### src/rtl/hazard3_instr_align_buf_pkg.sv
// Shared constants and helpers for the halfword instruction alignment buffer.
package hazard3_instr_align_buf_pkg;

   // Width of one buffered halfword.
   localparam int HW_W = 16;

   // Encodings of the cir_vld / cir_use halfword counts.
   localparam logic [1:0] HW_CNT_NONE = 2'd0;
   localparam logic [1:0] HW_CNT_ONE  = 2'd1;
   localparam logic [1:0] HW_CNT_TWO  = 2'd2;

   // Clamp a retire request to what cir actually holds, so an illegal
   // request can never pull garbage into the head of the buffer.
   function automatic logic [1:0] clamp_use(
      input logic [1:0] req,
      input logic [1:0] avail
   );
      logic [1:0] r;
      r = (req == 2'd3) ? HW_CNT_TWO : req;
      if (r > avail) begin
         return avail;
      end else begin
         return r;
      end
   endfunction

endpackage

### src/rtl/hazard3_instr_align_buf_chk.sv
// Protocol checker for the alignment buffer: decode must not retire more
// halfwords than cir presents, and the occupancy must stay in range.
module hazard3_instr_align_buf_chk #(
   parameter int DEPTH_HW = 6,
   parameter int W_LEVEL  = 3
) (
   input logic               clk,
   input logic               rst,
   input logic               jump_vld,
   input logic [1:0]         cir_use,
   input logic [1:0]         cir_vld,
   input logic [W_LEVEL-1:0] level
);

   // A jump discards cir_use, so the retire check only applies without one.
   a_use_le_vld : assert property (@(posedge clk) disable iff (rst)
      jump_vld || (cir_use <= cir_vld));

   // Occupancy never exceeds the buffer capacity.
   a_level_range : assert property (@(posedge clk) disable iff (rst)
      level <= W_LEVEL'(DEPTH_HW));

endmodule

### src/rtl/hazard3_instr_align_buf.sv
// Halfword-granular instruction alignment buffer. Word-aligned fetch data is
// split into halfwords held in a shift-down array (entry 0 is the oldest);
// decode sees the two oldest halfwords and retires 0, 1 or 2 per cycle.
module hazard3_instr_align_buf
   import hazard3_instr_align_buf_pkg::*;
#(
   parameter int DEPTH_HW = 6,
   parameter int W_LEVEL  = 3
) (
   input  logic               clk,
   input  logic               rst,
   input  logic [31:0]        fetch_data,
   input  logic               fetch_data_err,
   input  logic               fetch_data_vld,
   output logic               fetch_data_rdy,
   input  logic               jump_vld,
   input  logic               jump_target_hw,
   output logic [31:0]        cir,
   output logic [1:0]         cir_vld,
   output logic [1:0]         cir_err,
   input  logic [1:0]         cir_use,
   output logic [W_LEVEL-1:0] level
);

   logic [HW_W-1:0]    hw_buf_r [DEPTH_HW];
   logic [DEPTH_HW-1:0] err_r;
   logic [W_LEVEL-1:0] level_r;
   logic               discard_lo_r;

   // Buffer contents padded with two zero entries so every shift source is in range.
   logic [HW_W-1:0]     buf_ext_s [DEPTH_HW+2];
   logic [DEPTH_HW+1:0] err_ext_s;

   logic [HW_W-1:0]     buf_nxt_s [DEPTH_HW];
   logic [DEPTH_HW-1:0] err_nxt_s;

   logic               rdy_s;
   logic [1:0]         cir_vld_s;
   logic [1:0]         use_eff_s;
   logic               push_s;
   logic               push_two_s;
   logic [W_LEVEL-1:0] push_cnt_s;
   logic [W_LEVEL-1:0] base_s;
   logic [W_LEVEL-1:0] level_nxt_s;
   logic               discard_lo_nxt_s;
   logic [HW_W-1:0]    lane0_s;
   logic [HW_W-1:0]    lane1_s;

   generate
      for (genvar g = 0; g < DEPTH_HW + 2; g++) begin : g_ext
         if (g < DEPTH_HW) begin : g_live
            assign buf_ext_s[g] = hw_buf_r[g];
            assign err_ext_s[g] = err_r[g];
         end else begin : g_pad
            assign buf_ext_s[g] = {HW_W{1'b0}};
            assign err_ext_s[g] = 1'b0;
         end
      end
   endgenerate

   // Ready only from registered occupancy: room for a full word regardless of same-cycle pops.
   always_comb begin
      rdy_s = (level_r <= W_LEVEL'(DEPTH_HW - 2));
   end

   // Present the two oldest halfwords, masking entries at or above the level.
   always_comb begin
      cir     = 32'h0000_0000;
      cir_err = 2'b00;
      if (level_r >= W_LEVEL'(2)) begin
         cir_vld_s = HW_CNT_TWO;
      end else begin
         cir_vld_s = level_r[1:0];
      end
      if (level_r != W_LEVEL'(0)) begin
         cir[15:0]  = hw_buf_r[0];
         cir_err[0] = err_r[0];
      end else begin
         cir[15:0]  = 16'h0000;
         cir_err[0] = 1'b0;
      end
      if (level_r >= W_LEVEL'(2)) begin
         cir[31:16] = hw_buf_r[1];
         cir_err[1] = err_r[1];
      end else begin
         cir[31:16] = 16'h0000;
         cir_err[1] = 1'b0;
      end
   end

   // Decide how many halfwords leave and arrive this cycle, and where arrivals land.
   always_comb begin
      if (jump_vld) begin
         use_eff_s = HW_CNT_NONE;
      end else begin
         use_eff_s = clamp_use(cir_use, cir_vld_s);
      end
      push_s     = fetch_data_vld && rdy_s && !jump_vld;
      push_two_s = push_s && !discard_lo_r;
      if (!push_s) begin
         push_cnt_s = W_LEVEL'(0);
      end else if (discard_lo_r) begin
         push_cnt_s = W_LEVEL'(1);
      end else begin
         push_cnt_s = W_LEVEL'(2);
      end
      base_s = level_r - W_LEVEL'(use_eff_s);
      if (discard_lo_r) begin
         lane0_s = fetch_data[31:16];
      end else begin
         lane0_s = fetch_data[15:0];
      end
      lane1_s = fetch_data[31:16];
   end

   // Next occupancy and odd-halfword discard flag; a jump overrides pop and push.
   always_comb begin
      if (jump_vld) begin
         level_nxt_s      = W_LEVEL'(0);
         discard_lo_nxt_s = jump_target_hw;
      end else if (push_s) begin
         level_nxt_s      = base_s + push_cnt_s;
         discard_lo_nxt_s = 1'b0;
      end else begin
         level_nxt_s      = base_s;
         discard_lo_nxt_s = discard_lo_r;
      end
   end

   generate
      for (genvar g = 0; g < DEPTH_HW; g++) begin : g_entry
         logic [HW_W-1:0] shift_data_s;
         logic            shift_err_s;

         // Per-entry mux: hold, shift by one or two, or load from a push lane.
         always_comb begin
            case (use_eff_s)
               HW_CNT_NONE: begin
                  shift_data_s = buf_ext_s[g];
                  shift_err_s  = err_ext_s[g];
               end
               HW_CNT_ONE: begin
                  shift_data_s = buf_ext_s[g+1];
                  shift_err_s  = err_ext_s[g+1];
               end
               HW_CNT_TWO: begin
                  shift_data_s = buf_ext_s[g+2];
                  shift_err_s  = err_ext_s[g+2];
               end
               default: begin
                  shift_data_s = buf_ext_s[g];
                  shift_err_s  = err_ext_s[g];
               end
            endcase
            if (push_s && (base_s == W_LEVEL'(g))) begin
               buf_nxt_s[g] = lane0_s;
               err_nxt_s[g] = fetch_data_err;
            end else if (push_two_s && ((base_s + W_LEVEL'(1)) == W_LEVEL'(g))) begin
               buf_nxt_s[g] = lane1_s;
               err_nxt_s[g] = fetch_data_err;
            end else begin
               buf_nxt_s[g] = shift_data_s;
               err_nxt_s[g] = shift_err_s;
            end
         end
      end
   endgenerate

   // State update; reset clears everything and wins over jump, push and pop.
   always_ff @(posedge clk) begin
      if (rst) begin
         level_r      <= W_LEVEL'(0);
         discard_lo_r <= 1'b0;
         err_r        <= {DEPTH_HW{1'b0}};
         for (int i = 0; i < DEPTH_HW; i++) begin
            hw_buf_r[i] <= {HW_W{1'b0}};
         end
      end else begin
         level_r      <= level_nxt_s;
         discard_lo_r <= discard_lo_nxt_s;
         err_r        <= err_nxt_s;
         for (int i = 0; i < DEPTH_HW; i++) begin
            hw_buf_r[i] <= buf_nxt_s[i];
         end
      end
   end

   assign fetch_data_rdy = rdy_s;
   assign cir_vld        = cir_vld_s;
   assign level          = level_r;

   hazard3_instr_align_buf_chk #(
      .DEPTH_HW (DEPTH_HW),
      .W_LEVEL  (W_LEVEL)
   ) u_chk (
      .clk      (clk),
      .rst      (rst),
      .jump_vld (jump_vld),
      .cir_use  (cir_use),
      .cir_vld  (cir_vld_s),
      .level    (level_r)
   );

endmodule
### config.mk
export PLATFORM = sky130hd
export DESIGN_NAME = hazard3_instr_align_buf
export DESIGN_NICKNAME = d
export VERILOG_FILES = /design/src/rtl/hazard3_instr_align_buf_pkg.sv /design/src/rtl/hazard3_instr_align_buf_chk.sv /design/src/rtl/hazard3_instr_align_buf.sv
export SDC_FILE = /design/constraint.sdc
export NUM_CORES = 1
export LEC_CHECK = 0
export ABC_AREA = 1
export BUFFER_PORTS_ARGS = -buffer_cell sky130_fd_sc_hd__buf_2
export CAP_MARGIN = 25
export CORE_MARGIN = 1
export CORE_UTILIZATION = 40
export DETAILED_ROUTE_END_ITERATION = 6
export PLACE_DENSITY_LB_ADDON = 0.3
export SYNTH_ARGS = -nofsm -noshare
export SYNTH_HDL_FRONTEND = slang
export SYNTH_SLANG_ARGS = --single-unit
### constraint.sdc
create_clock -name clk -period 4.9 [get_ports clk]
set_input_delay 0.98 -clock clk [delete_from_list [all_inputs] [get_ports clk]]
set_output_delay 0.98 -clock clk [all_outputs]
set_load 0.03 [all_outputs]
==> results_dict.tcl <==
set metrics [dict create \
    status "finished clean" \
    synth_xor_area_frac 0 \
    drv_cap 0 \
    grt_pass1_wl_mm 38.5 \
    track_usage 0.235 \
    p_per_area_mw_per_mm2 318 \
    r2r_setup_slack_ns 0.77 \
    critPathMaxFanout 30 \
    post_synth_num_cell_types 34 \
    p_clk_frac 0.292 \
    relSlewSlack 0.319 \
    overflow 0 \
    netlist_area_mm2 0.00805 \
    worstHoldEndpoint "hw_buf_r[0][94]" \
    routedWlPerCell_um 13.1 \
    ys_warn_count 0 \
    dr.pass1.iters 5 \
    hold_depth 2 \
    dieWidth_um 144 \
    slew_violations 0 \
    die_y_um 144 \
    place.gp.congestion 0.843 \
    numCtsBuffers 9 \
    layout.nets 1581 \
    regArea_mm2 0.00212 \
    via_count 8670 \
    antenna_found_initial 0 \
    grt.busiest_layer "met2" \
    synthAdderAreaFrac 0.0159 \
    port-buffer-count 79 \
    tns_ns 0 \
    dp_hpwl_mm 16.9 \
    startpoint_type "flip-flop" \
    worst_pin_slew_ns 1.01 \
    num-fill-cells 2163 \
    syn_inst 1506 \
    hold_path_startpoint "hw_buf_r[0][94]" \
    wl_mm 23.7 \
    p_sw_frac 0.375 \
    crit_family "simple AND/OR/NAND/NOR gates" \
    route.detailed.drc 0 \
    grtUsageMet2 0.352 \
    end_kind "flip-flop" \
    cts_tree "built" \
    synth-seq-area-share 0.264 \
    comb_power_share 0.336 \
    synth_top_family_by_area "simple AND/OR/NAND/NOR gates" \
    crit_buf_inv 3 \
    timing.hold.ws_ns 0.492 \
    cellInternalPower_mw 1.76 \
    critPathMaxStageDelay_ns 0.58 \
    arrival_ns 4.39 \
    ir_drop_mv 0.150 \
    worst_r2r_endpoint "hw_buf_r[0][23]" \
    clock_skew_ns 0.00400 \
    synth_compound_area_frac 0.107 \
    ctsLongestPathBuffers 2 \
    clkSinkCount 106 \
    htree_num_levels 3 \
    drive_gt1_frac 0.101 \
    synthSimpleGateAreaFrac 0.489 \
    power.share.sequential 0.373 \
    synthTopCellsByArea "dfxtp_1, nand2_1, nor2_1" \
    grt_pass1_vias 7544 \
    clk_latency_ns 0.36 \
    switchingPower_mw 1.06 \
    yosys.area.top_type_share 0.264 \
    clockRootBuffer "clkbuf_16" \
    rsz0062_at_grt "no" \
    fmax_mhz 242 \
    io_pins 80 \
    synthFlopType "dfxtp_1" \
    initial_utilization 0.411 \
    period_needed_ns 4.13 \
    hold_buffers 0 \
    crit_type "flip-flop to flip-flop" \
    synth_commonest_cells "nand2_1, nor2_1, inv_1, o21ai_0, dfxtp_1" \
    met3_usage 0.0270 \
    core_mm2 0.0196 \
    post_synth.cell_area_avg_um2 5.35 \
    synth_edf_count 0 \
    r2r_cells 18 \
    timing.final.crit_share 0.843 \
    postCtsSetupRepairBufs 0 \
    yosysMostFrequentCell "nand2_1" \
    syn2layout_area_growth_pct 10.2 \
    ys_async_sr_fraction 0 \
    syn_nets 1555 \
    p_leak_nw 4.48 \
    timing.rr.start "level[1]" \
    path_common_cell "nor2_1" \
    synthMuxAreaShare 0.00249 \
    cp_data_required_time_ns 5.16 \
    grt_start_max_net_pins 75 \
    synth_largest_area_cell "dfxtp_1" \
    dieArea_mm2 0.0207 \
    drtIter0Drc 858 \
    final_antenna_net_count 0 \
    synth-seq-cells 106 \
    ctsResizeCount 0 \
    diodes 0 \
    crit_slowest_cell "fa_1" \
    hold_violations 0 \
    multi_input_area_mm2 0.00496 \
    setup_violations 0 \
    via_per_inst 4.81 \
    crit_chain "nor2_2 -> buf_4 -> ha_1 -> nor2_1 -> o21ai_0 -> nor2_1 -> ha_1 -> inv_1 -> fa_1 -> nor2_1 -> nand2_2 -> nor2_2 -> nand2_1 -> nand3_1 -> buf_4 -> nand2_1 -> nor2_1 -> nor2_1" \
    holdCritPathClass "flip-flop to flip-flop" \
    use_met1 0.349 \
    row_count 51 \
    cts.clk_slew.worst_paths_ns 0.08 \
]
==> how the worst max path moves through the flow <==
stage,cells past startpoint,end,from,slack (ns)
4_1_cts,18,hw_buf_r[0][23],level[1],0.77
3_3_place_gp,17,hw_buf_r[0][24],cir_use[1],0.66
5_1_grt,18,hw_buf_r[0][22],level[1],0.40
6_report,18,hw_buf_r[0][23],level[1],0.77
3_5_place_dp,17,hw_buf_r[0][23],cir_use[1],0.47
2_1_floorplan,18,hw_buf_r[0][65],level[1],0.88
==> kinds of logic after synthesis <==
kind of cell | Yosys count
muxes | 2
adders and majority gates | 9
buffers and inverters | 239
and+or+nand+nor | 982
AOI/OAI and AO/OA | 168
DFF | 106
==> layer usage <==
| metal | share of wire | routed length [µm] | vias up |
|---|---|---|---|
| met5 | 0 | 0 | - |
| met4 | 0.012 | 286 | 0 |
| li1 | - | - | 4618 |
| met2 | 0.41 | 9810 | 238 |
| met3 | 0.053 | 1260 | 21 |
| met1 | 0.52 | 12300 | 3793 |
==> power by group through the flow <==
stage	combinational (mW)	clock [mW]	sequential (mW)
after global routing	1.09	0.868	1.07
after detailed placement	0.936	0	1.07
after CTS	0.942	0.840	1.05
after floorplan	0.748	0	1.06
after global placement	0.923	0	1.07
final	0.948	0.824	1.05
==> worst reg2reg max path, delay by kind of cell (launching register included) <==
family	cells	cell delay, ns
adders and majority gates	3	1.07
and+or+nand+nor	11	1.83
AOI/OAI and AO/OA	1	0.09
buffers and inverters	3	0.57
DFF	1	0.47
==> registers in the layout, indices dropped and copies added, names as in the netlist <==
register and cells:
hw_buf_r 96, level 3, err_r 6, discard_lo_r 1
==> placed cells by master, fill, tap and decap left out, types with 3 or more instances in the layout <==
cell	instances
inv_2	11
nand2_2	5
dfxtp_1	106
buf_2	80
buf_4	22
nand4_1	9
nor2_1	381
a21oi_1	19
o21ai_1	30
a211oi_1	3
clkbuf_16	9
nand2_1	515
nand3b_1	7
nor2_2	9
inv_1	141
ha_1	6
nand3_1	43
o21ai_0	114
nor2_4	4
==> layout make-up <==
cell class,instances,share of cell area
inverter,152,0.0643
multi-input combinational,1161,0.559
timing repair buffer,102,0.0637
clock inverter,7,0.0111
clock buffer,9,0.0254
sequential,106,0.239
tap,265,0.0374
==> per-stage QoR <==
step | cell area [µm²] | setup slack [ns] | instances | total power [mW] | utilization
floorplan | 8050 | 0.880 | 1506 | 1.80 | -
global placement | 8540 | 0.663 | 1784 | 1.99 | 0.436
detailed placement | 8550 | 0.468 | 1785 | 2.01 | 0.436
CTS | 8870 | 0.775 | 1801 | 2.83 | 0.453
global route | 8880 | 0.402 | 1802 | 3.03 | 0.453
finish | 8880 | 0.768 | 1802 | 2.83 | 0.453
Note: power is estimated with default switching activity, not from simulation.
